**config.mk**
```make
export PLATFORM = sky130hd
export DESIGN_NAME = axi_rd_burst_ctlr
export DESIGN_NICKNAME = d
export VERILOG_FILES = /design/src/rtl/axi_rd_burst_ctlr.sv
export SDC_FILE = /design/constraint.sdc
export NUM_CORES = 1
export LEC_CHECK = 0
export ABC_AREA = 1
export CAP_MARGIN = 40
export CORE_AREA = 2 2 171 173
export CTS_BUF_LIST = sky130_fd_sc_hd__clkbuf_4
export DETAILED_ROUTE_END_ITERATION = 10
export DIE_AREA = 0 0 173 175
export GPL_TIMING_DRIVEN = 0
export HOLD_SLACK_MARGIN = 0.1
export PLACE_DENSITY = 0.62
export SYNTH_ARGS = -nofsm -noshare
export SYNTH_HDL_FRONTEND = slang
export SYNTH_SLANG_ARGS = --single-unit
```
**constraint.sdc**
```tcl
create_clock -name clk -period 6.25 [get_ports clk]
set_input_delay 1.25 -clock clk [delete_from_list [all_inputs] [get_ports clk]]
set_output_delay 1.25 -clock clk [all_outputs]
set_load 0.05 [all_outputs]
```
**src/rtl/axi_rd_burst_ctlr.sv**
```systemverilog
// AXI4 read master: splits one multi-beat request into INCR bursts and streams beats out.
// Optional macro AXI_RD_4K_SPLIT_EN keeps every burst inside a 4 KB page.
module axi_rd_burst_ctlr #(
  parameter int ADDR_W    = 64,
  parameter int DATA_W    = 128,
  parameter int ID_W      = 4,
  parameter int ARID_VAL  = 0,
  parameter int MAX_BEATS = 16,
  localparam int CNT_W    = $clog2(MAX_BEATS + 1)
) (
  input  logic              clk,
  input  logic              rst_n,
  input  logic              req_valid,
  output logic              req_ready,
  input  logic [ADDR_W-1:0] req_addr,
  input  logic [CNT_W-1:0]  req_beats,
  output logic              dout_valid,
  input  logic              dout_ready,
  output logic [DATA_W-1:0] dout_data,
  output logic              dout_last,
  output logic              done_valid,
  output logic              done_err,
  output logic [ADDR_W-1:0] araddr,
  output logic [7:0]        arlen,
  output logic [2:0]        arsize,
  output logic [1:0]        arburst,
  output logic [ID_W-1:0]   arid,
  output logic              arvalid,
  input  logic              arready,
  output logic              arlock,
  output logic [3:0]        arcache,
  output logic [2:0]        arprot,
  output logic [3:0]        arqos,
  input  logic [DATA_W-1:0] rdata,
  input  logic [ID_W-1:0]   rid,
  input  logic [1:0]        rresp,
  input  logic              rlast,
  input  logic              rvalid,
  output logic              rready
);

  localparam int BYTES = DATA_W / 8;
  localparam int SIZE  = $clog2(BYTES);

  typedef enum logic [1:0] {IDLE, AR, DATA, DONE} state_t;

  state_t            state;
  logic [ADDR_W-1:0] cur_addr;
  logic [CNT_W-1:0]  remain;
  logic [CNT_W-1:0]  bcnt;
  logic [CNT_W-1:0]  burst;
  logic              err;

  logic [ADDR_W-1:0] nxt_addr;
  logic [CNT_W-1:0]  nxt_rem;
  logic [CNT_W-1:0]  burst_nxt;
  logic [7:0]        arlen_nxt;
  logic              beat;
  logic              beat_err;
  logic              proto_err;
  logic              early_last;
  logic              burst_end;
  logic              new_err;

`ifdef AXI_RD_4K_SPLIT_EN
  logic [12:0]       room;
`endif

  assign arsize  = 3'(SIZE);
  assign arburst = 2'b01;
  assign arid    = ID_W'(ARID_VAL);
  assign arlock  = 1'b0;
  assign arcache = 4'h0;
  assign arprot  = 3'h2;
  assign arqos   = 4'h0;

  // R channel is a straight pass-through while a burst is being received
  assign rready     = (state == DATA) & dout_ready;
  assign dout_valid = (state == DATA) & rvalid;
  assign dout_data  = (state == DATA) ? rdata : '0;
  assign beat       = (state == DATA) & rvalid & dout_ready;

  assign burst_end  = rlast | (bcnt == CNT_W'(1));
  assign early_last = rlast & (bcnt != CNT_W'(1));
  assign proto_err  = rlast ^ (bcnt == CNT_W'(1));
  assign beat_err   = (rresp != 2'b00) | (rid != ID_W'(ARID_VAL));
  assign new_err    = err | beat_err | proto_err;
  assign dout_last  = (state == DATA) & ((remain == CNT_W'(1)) | early_last);

  // Address/count for the next AR: fresh request in IDLE, continuation after a burst otherwise
  always_comb begin
    nxt_addr = cur_addr + (ADDR_W'(burst) << SIZE);
    nxt_rem  = remain - CNT_W'(1);
    if (state == IDLE) begin
      nxt_addr = req_addr & ~ADDR_W'(BYTES - 1);
      nxt_rem  = (req_beats == '0) ? CNT_W'(1) : req_beats;
    end
    burst_nxt = nxt_rem;
`ifdef AXI_RD_4K_SPLIT_EN
    room = (13'h1000 - {1'b0, nxt_addr[11:0]}) >> SIZE;
    if ({19'd0, room} < 32'(nxt_rem)) burst_nxt = CNT_W'(room);
`endif
    arlen_nxt = 8'(9'(burst_nxt) - 9'd1);
  end

  always_ff @(posedge clk or negedge rst_n) begin
    if (!rst_n) begin
      state      <= IDLE;
      req_ready  <= 1'b0;
      arvalid    <= 1'b0;
      araddr     <= '0;
      arlen      <= '0;
      done_valid <= 1'b0;
      done_err   <= 1'b0;
      cur_addr   <= '0;
      remain     <= '0;
      bcnt       <= '0;
      burst      <= '0;
      err        <= 1'b0;
    end else begin
      done_valid <= 1'b0;
      case (state)
        IDLE: begin
          req_ready <= 1'b1;
          if (req_valid && req_ready) begin
            req_ready <= 1'b0;
            cur_addr  <= nxt_addr;
            remain    <= nxt_rem;
            burst     <= burst_nxt;
            araddr    <= nxt_addr;
            arlen     <= arlen_nxt;
            arvalid   <= 1'b1;
            err       <= 1'b0;
            state     <= AR;
          end
        end
        AR: begin
          if (arready) begin
            arvalid <= 1'b0;
            bcnt    <= burst;
            state   <= DATA;
          end
        end
        DATA: begin
          if (beat) begin
            bcnt   <= bcnt - CNT_W'(1);
            remain <= nxt_rem;
            err    <= new_err;
            if (burst_end) begin
              // An early rlast abandons the rest of the request
              if (early_last || nxt_rem == '0) begin
                done_valid <= 1'b1;
                done_err   <= new_err;
                state      <= DONE;
              end else begin
                cur_addr <= nxt_addr;
                burst    <= burst_nxt;
                araddr   <= nxt_addr;
                arlen    <= arlen_nxt;
                arvalid  <= 1'b1;
                state    <= AR;
              end
            end
          end
        end
        DONE: begin
          done_err  <= 1'b0;
          req_ready <= 1'b1;
          state     <= IDLE;
        end
        default: state <= IDLE;
      endcase
    end
  end

endmodule

```
==> results by group, run 1 <==
Global routing
  – Total grt overflow: 0
  – Initial antenna violation count: 7
  – Vias in the first global route: 10.5k
  – Largest net degree at the start of global routing: 57
  – Total GRT Usage: 26.9%
  – First-pass GRT wire length: 62000 um

Timing
  – Final WS setup: 1.76 ns
  – Worst Skew: 0.0311 ns
  – Setup violators final: 0
  – Final Slew Violations: 0
  – F_max: 222 MHz
  – Slew HR: 50.4%
  – Post-route minimum period: 4.49 ns
  – Setup TNS: 0 ns
  – RSZ-0062 raised after global routing: no
  – Fin. Hold Viols: 0
  – Period utilization: 71.9%
  – Worst slew pin tran: 0.745 ns

Cells and area
  – Final Net Count: 2095
  – Layout cells sized above 1: 6.14%
  – Multi-input gate area: 4750 um2
  – Fillers: 3042
  – Reg area: 2200 um2
  – Area Growth Syn to Fin: 58.6%
  – Post-Layout Cell Count: 2263
  – Leading cell type in the layout, fill and taps excluded: nand2_1
  – Commonest cells after routing, fill and taps aside: nand2_1 (572), clkdlybuf4s50_1 (407), inv_1 (219)
  – Core Util, Final: 45.8%

Critical path
  – R2R cell count: 17
  – Worst path most repeated cell: inv_1
  – Worst reg2reg startpoint: state[0]
  – Critical Path Max Stage Delay: 0.81 ns
  – CP Cell Sequence: inv_1 -> ha_1 -> buf_6 -> clkbuf_1 -> buf_1 -> nand2_1 -> inv_1 -> clkdlybuf4s50_1
  – Critical path's slowest cell: clkdlybuf4s50_1
  – Worst Setup End Kind: primary output
  – CP required: 5.00 ns
  – Bufs and invs on worst path: 6
  – R2r endpoint: cur_addr[45]
  – R2r setup slk: 2.97 ns
  – Worst-path maximum fanout: 10
  – Setup CP Type: reg2out
  – Crit-path leading delay family: buffers and inverters
  – Critical path arrival: 3.24 ns
  – Critical Path Start Type: flop

Synthesis
  – Netlist Area Pre-Place: 8200 um2
  – Syn_area_per_cell: 5.76 um2
  – Warnings from Yosys: 0
  – Unique masters post-synth: 42
  – Register area share after synthesis: 26.8%
  – Cells after Synth: 1424
  – Flops & latches, synth: 88

Clock network
  – CTS buffer count: 9
  – Clock Latency Late Sink: 0.50 ns
  – Total number of H-tree levels: 3
  – Clk root buf: clkbuf_4
  – Clock Sinks: 88
  – Reg clk slew, reported paths: 0.16 ns
  – Post-CTS Hold Buffers: 0
  – CTS Buffer Depth: 2
  – Setup bufs post-CTS: 0
  – Post-CTS Resized: 0
  – CTS tree: yes

Run status
  – Status: complete, no violations

Route
  – Pre-antenna DRT Iters: 4
  – DR vias/cell: 4.66
  – ANT nets after route: 0
  – Initial DRC Count: 812
  – Vias: 10.5k
  – Final WL: 41600 um
  – DRC violations left: 0
  – WL/cell: 18.4 um

Power and ir drop
  – Pleak: 6.57 nW
  – Max IR drop VDD: 0.187 mV
  – Power density relative to cell area: 496 nW/um2
  – Pwr Total: 6.45 mW

Hold path
  – Tightest Hold Check Type: reg2reg
  – Hold endpoint: arlen[2]
  – Hold path depth: 2
  – Hold_sp: arlen[2]

Floorplanning
  – I/O pins: 438
  – Vert. Die Dim: 175 um
  – Initial Util: 28.9%
  – Die W: 173 um
  – Core footprint: 28400 um2
  – Row cnt: 62
  – Total Die Area: 30300 um2

Placed design
  – Dpl cells: 2240
  – DP Worst Slack: 1.97 ns
  – Placer Congestion: 0.977
  – Hpwl dp: 34400 um
  – PortBufs: 408

Run
  – Max Cap Viol: 0
[report_power, final]
group | total, mW | leakage (nW) | internal (mW) | switching, mW
clock network | 0.317 | 0.0665 | 0.0881 | 0.228
logic | 4.87 | 5.41 | 1.58 | 3.29
registers | 1.26 | 1.10 | 0.851 | 0.411
[tightest hold or removal path: stages (launching register included)]
cell and delay (ns):
dfrtp_1 0.38, nand2_1 0.05, nand2_1 0.06
[cell families (layout without fill, tap and decap cells)]
| logic type | Yosys count | after routing | synth area share, % |
|---|---|---|---|
| AO/OA/AOI/OAI | 92 | 92 | 6.34 |
| XOR/XNOR | 15 | 15 | 1.60 |
| AND/OR/NAND/NOR | 905 | 905 | 46.0 |
| buffers and inverters | 304 | 729 | 16.3 |
| flip-flops | 88 | 88 | 26.8 |
| other | 2 | 32 | 0.0915 |
| adder cells (fa/ha/maj) | 18 | 18 | 2.84 |
[stage by stage]
step,cell area [um2],hold slack [ns]
2_1_floorplan,8290,0.455
3_5_place_dp,12900,0.476
3_3_place_gp,12900,0.471
6_report,13000,0.513
5_1_grt,13000,0.541
4_1_cts,13000,0.514
[area by class of cell]
type | instances | area share [%]
antenna | 7 | 0.135
buffer | 73 | 3.57
clock buffer | 10 | 0.577
clock inverter | 6 | 0.327
inverter | 231 | 6.68
multi-input combinational | 1055 | 36.5
sequential | 88 | 16.9
tap | 384 | 3.69
timing repair buffer | 409 | 31.6
[registers in the layout, indices dropped and copies added, names as in the netlist]
| signal | flops |
|---|---|
| arlen | 6 |
| arvalid | 1 |
| bcnt | 5 |
| burst | 5 |
| cur_addr | 60 |
| done_err | 1 |
| done_valid | 1 |
| err | 1 |
| remain | 5 |
| req_ready | 1 |
| state | 2 |
[synthesized netlist by cell type]
cell        n  area [um2]
a21boi_0    1        7.51
a21boi_1    2        15.0
a21oi_1    12        60.1
a21oi_2     1        8.76
a21oi_4     1        16.3
a31oi_1     4        25.0
and2_1      3        18.8
buf_1       2        7.51
buf_2       5        25.0
buf_4      29         218
buf_6      10         113
clkbuf_1   27         101
conb_1      2        7.51
dfrtp_1    88        2200
fa_1        1        20.0
ha_1       17         213
inv_1     219         822
inv_2      11        41.3
inv_4       1        6.26
nand2_1   572        2150
nand2_2     4        25.0
nand2_4     1        11.3
nand3_1   120         601
nand3_2     2        20.0
nand3b_1    8        60.1
nand4_1    21         131
nor2_1    132         495
nor2_2      7        43.8
nor3_2      1        10.0
nor4_1      3        18.8
o211ai_1    1        7.51
o21ai_0    25         125
o21ai_1    33         165
o21ai_2     1        8.76
o21bai_1    9        67.6
o22ai_1     1        6.26
o31ai_1     1        7.51
or2_0       3        18.8
or2_1       3        18.8
or2_2      25         156
xnor2_1     7        61.3
xor2_1      8        70.1
[how the worst max path moves through the flow]
stage,from,to,slack [ns],depth (start not counted)
floorplan,rlast,dout_last,2.77,3
global placement,rst_n,done_err,0.39,1
detailed placement,rlast,dout_last,1.97,5
CTS,state[0],dout_data[98],1.67,8
global route,state[0],dout_data[58],1.49,8
finish,state[0],dout_data[101],1.76,8
[routing by layer]
metal  vias to the layer above  global-route usage (%)  wire length, um  share of wire (%)
met5                         -                       0                0                  0
met1                      4856                    31.6            16400                 39
met3                        87                    5.59             2760                6.6
met4                         0                    12.5             1960                4.7
li1                       5164                       -                -                  -
met2                       441                    46.9            20500                 49
Note: power is estimated with default switching activity, not from simulation.
==> run 2: changes to the inputs <==
CORE_AREA = 2 2 172 174   (was 2 2 171 173)
DIE_AREA = 0 0 174 176   (was 0 0 173 175)
clock period = 4.7 ns   (was 6.25 ns; I/O delays follow)
==> run 2 against run 1 <==
Net effect: power grew 34%; cell count is essentially flat; hold slack got worse by 0.17 ns; largest power group unchanged; critical path type unchanged; largest cell class unchanged; cell area rose by 0.15%; register-to-register slack worse by 1.6 ns; global-route usage shrank 0.16 points.
==> results by group, run 2 (same netlist as run 1, synthesis figures left out) <==
Timing
  – Period utilization: 91.3%
  – RSZ-0062 raised after global routing: no
  – Final Slew Violations: 0
  – Final WS setup: 0.411 ns
  – Fin. Hold Viols: 0
  – Worst slew pin tran: 0.772 ns
  – F_max: 233 MHz
  – Setup violators final: 0
  – Slew HR: 48.5%
  – Post-route minimum period: 4.29 ns
  – Worst Skew: 0.0292 ns

Power and ir drop
  – Max IR drop VDD: 0.305 mV
  – Pwr Total: 8.63 mW
  – Pleak: 6.58 nW
  – Power density relative to cell area: 662 nW/um2

Clock network
  – Clock Latency Late Sink: 0.51 ns
  – CTS buffer count: 9
  – CTS Buffer Depth: 2
  – Clk root buf: clkbuf_4
  – Clock Sinks: 88
  – Total number of H-tree levels: 3
  – Post-CTS Hold Buffers: 0
  – Reg clk slew, reported paths: 0.19 ns
  – CTS tree: yes
  – Post-CTS Resized: 0
  – Setup bufs post-CTS: 0

Critical path
  – Critical Path Start Type: flop
  – Worst reg2reg startpoint: state[0]
  – Critical path origin: state[0]
  – CP required: 3.76 ns
  – Worst Setup End Kind: primary output
  – Critical path arrival: 3.35 ns
  – Critical Path Max Stage Delay: 0.88 ns
  – CP Cell Sequence: inv_1 -> ha_1 -> buf_6 -> clkbuf_1 -> clkbuf_1 -> nand2_1 -> inv_1 -> clkdlybuf4s50_1
  – Critical path's slowest cell: clkdlybuf4s50_1
  – Worst-path maximum fanout: 10
  – Setup CP Type: reg2out

Run status
  – Status: complete, no violations

Floorplanning
  – I/O pins: 438
  – Row cnt: 62
  – Vert. Die Dim: 176 um
  – Initial Util: 28.7%
  – Core footprint: 28500 um2
  – Total Die Area: 30600 um2
  – Die W: 174 um

Cells and area
  – Fillers: 3016
  – Reg area: 2200 um2
  – Commonest cells after routing, fill and taps aside: nand2_1 (572), clkdlybuf4s50_1 (407), inv_1 (219)
  – Multi-input gate area: 4750 um2
  – Largest regs: cur_addr: 60 flops, arlen: 6 flops
  – Core Util, Final: 45.7%
  – Leading cell type in the layout, fill and taps excluded: nand2_1
  – Final instance area: 13000 um2
  – Biggest register: cur_addr
  – Max FFs per register: 60
  – Area Growth Syn to Fin: 58.9%
  – Final Net Count: 2095
  – Layout cells sized above 1: 6.25%

Global routing
  – Vias in the first global route: 10.3k
  – Initial antenna violation count: 5
  – Largest net degree at the start of global routing: 58
  – Total grt overflow: 0
  – Total GRT Usage: 26.7%
  – First-pass GRT wire length: 61600 um

Placed design
  – Placer Congestion: 0.942
  – Hpwl dp: 34500 um
  – DP Worst Slack: 0.962 ns
  – PortBufs: 408
  – Placed cell area: 12900 um2

Route
  – Final WL: 41600 um
  – DR vias/cell: 4.61
  – ANT nets after route: 0
  – Pre-antenna DRT Iters: 5
  – Vias: 10.4k
  – WL/cell: 18.4 um
  – Initial DRC Count: 721
  – DRC violations left: 0

Run
  – Max Cap Viol: 0

Hold path
  – Tightest Hold Check Type: in2async
-- run 2: cell count changes in the layout (fill, tap and decap cells not counted) --
cell        before  now
inv_6            2    0
clkbuf_4        10    9
clkinv_1         2    0
clkinvlp_4       0    1
clkinv_8         0    1
diode_2          7    5
inv_8            0    3
-- run 2: worst paths after layout --
path	cells past startpoint	to	slack, ns
min in group clk	2	arlen[0]	0.51
worst min-delay path	1	cur_addr[47]	0.34
worst min register to register	2	arlen[0]	0.51
worst max register to register	17	cur_addr[53]	1.34
worst max-delay path	8	dout_data[111]	0.41
max in group asynchronous	2	cur_addr[46]	3.67
-- run 2: power breakdown --
part	internal [mW]	switching (mW)
clock network	0.126	0.348
registers	1.13	0.545
logic	2.10	4.38
-- run 2: area by class of cell --
type,instances,area share [%]
sequential,88,16.9
antenna,5,0.0960
clock inverter,7,0.576
inverter,231,6.67
multi-input combinational,1055,36.5
buffer,73,3.56
clock buffer,9,0.518
timing repair buffer,409,31.5
tap,384,3.69
-- run 2: metrics by stage --
| stage | instances | TNS, ns | hold slack (ns) |
|---|---|---|---|
| 2_1_floorplan | 1447 | 0 | 0.455 |
| 3_3_place_gp | 2239 | -74.43 | 0.472 |
| 3_5_place_dp | 2240 | 0 | 0.480 |
| 4_1_cts | 2256 | 0 | 0.346 |
| 5_1_grt | 2261 | 0 | 0.358 |
| 6_report | 2261 | 0 | 0.340 |
-- run 2: routing by layer --
layer  wire, um  part of all wire [%]  vias to the layer above  GRT usage, %
met5          0                     0                        -             0
li1           -                     -                     5173             -
met1      16400                    39                     4777          31.9
met2      20800                    50                      413          47.3
met3       3200                   7.7                       52          6.12
met4       1200                   2.9                        0          8.96
-- run 2: worst max-delay path, delay by kind of cell (launching register included) --
kind / cells / cell delay [ns]
adders and majority gates: 1 / 0.17
and+or+nand+nor: 1 / 0.10
buffers and inverters: 6 / 2.11
DFF: 1 / 0.45
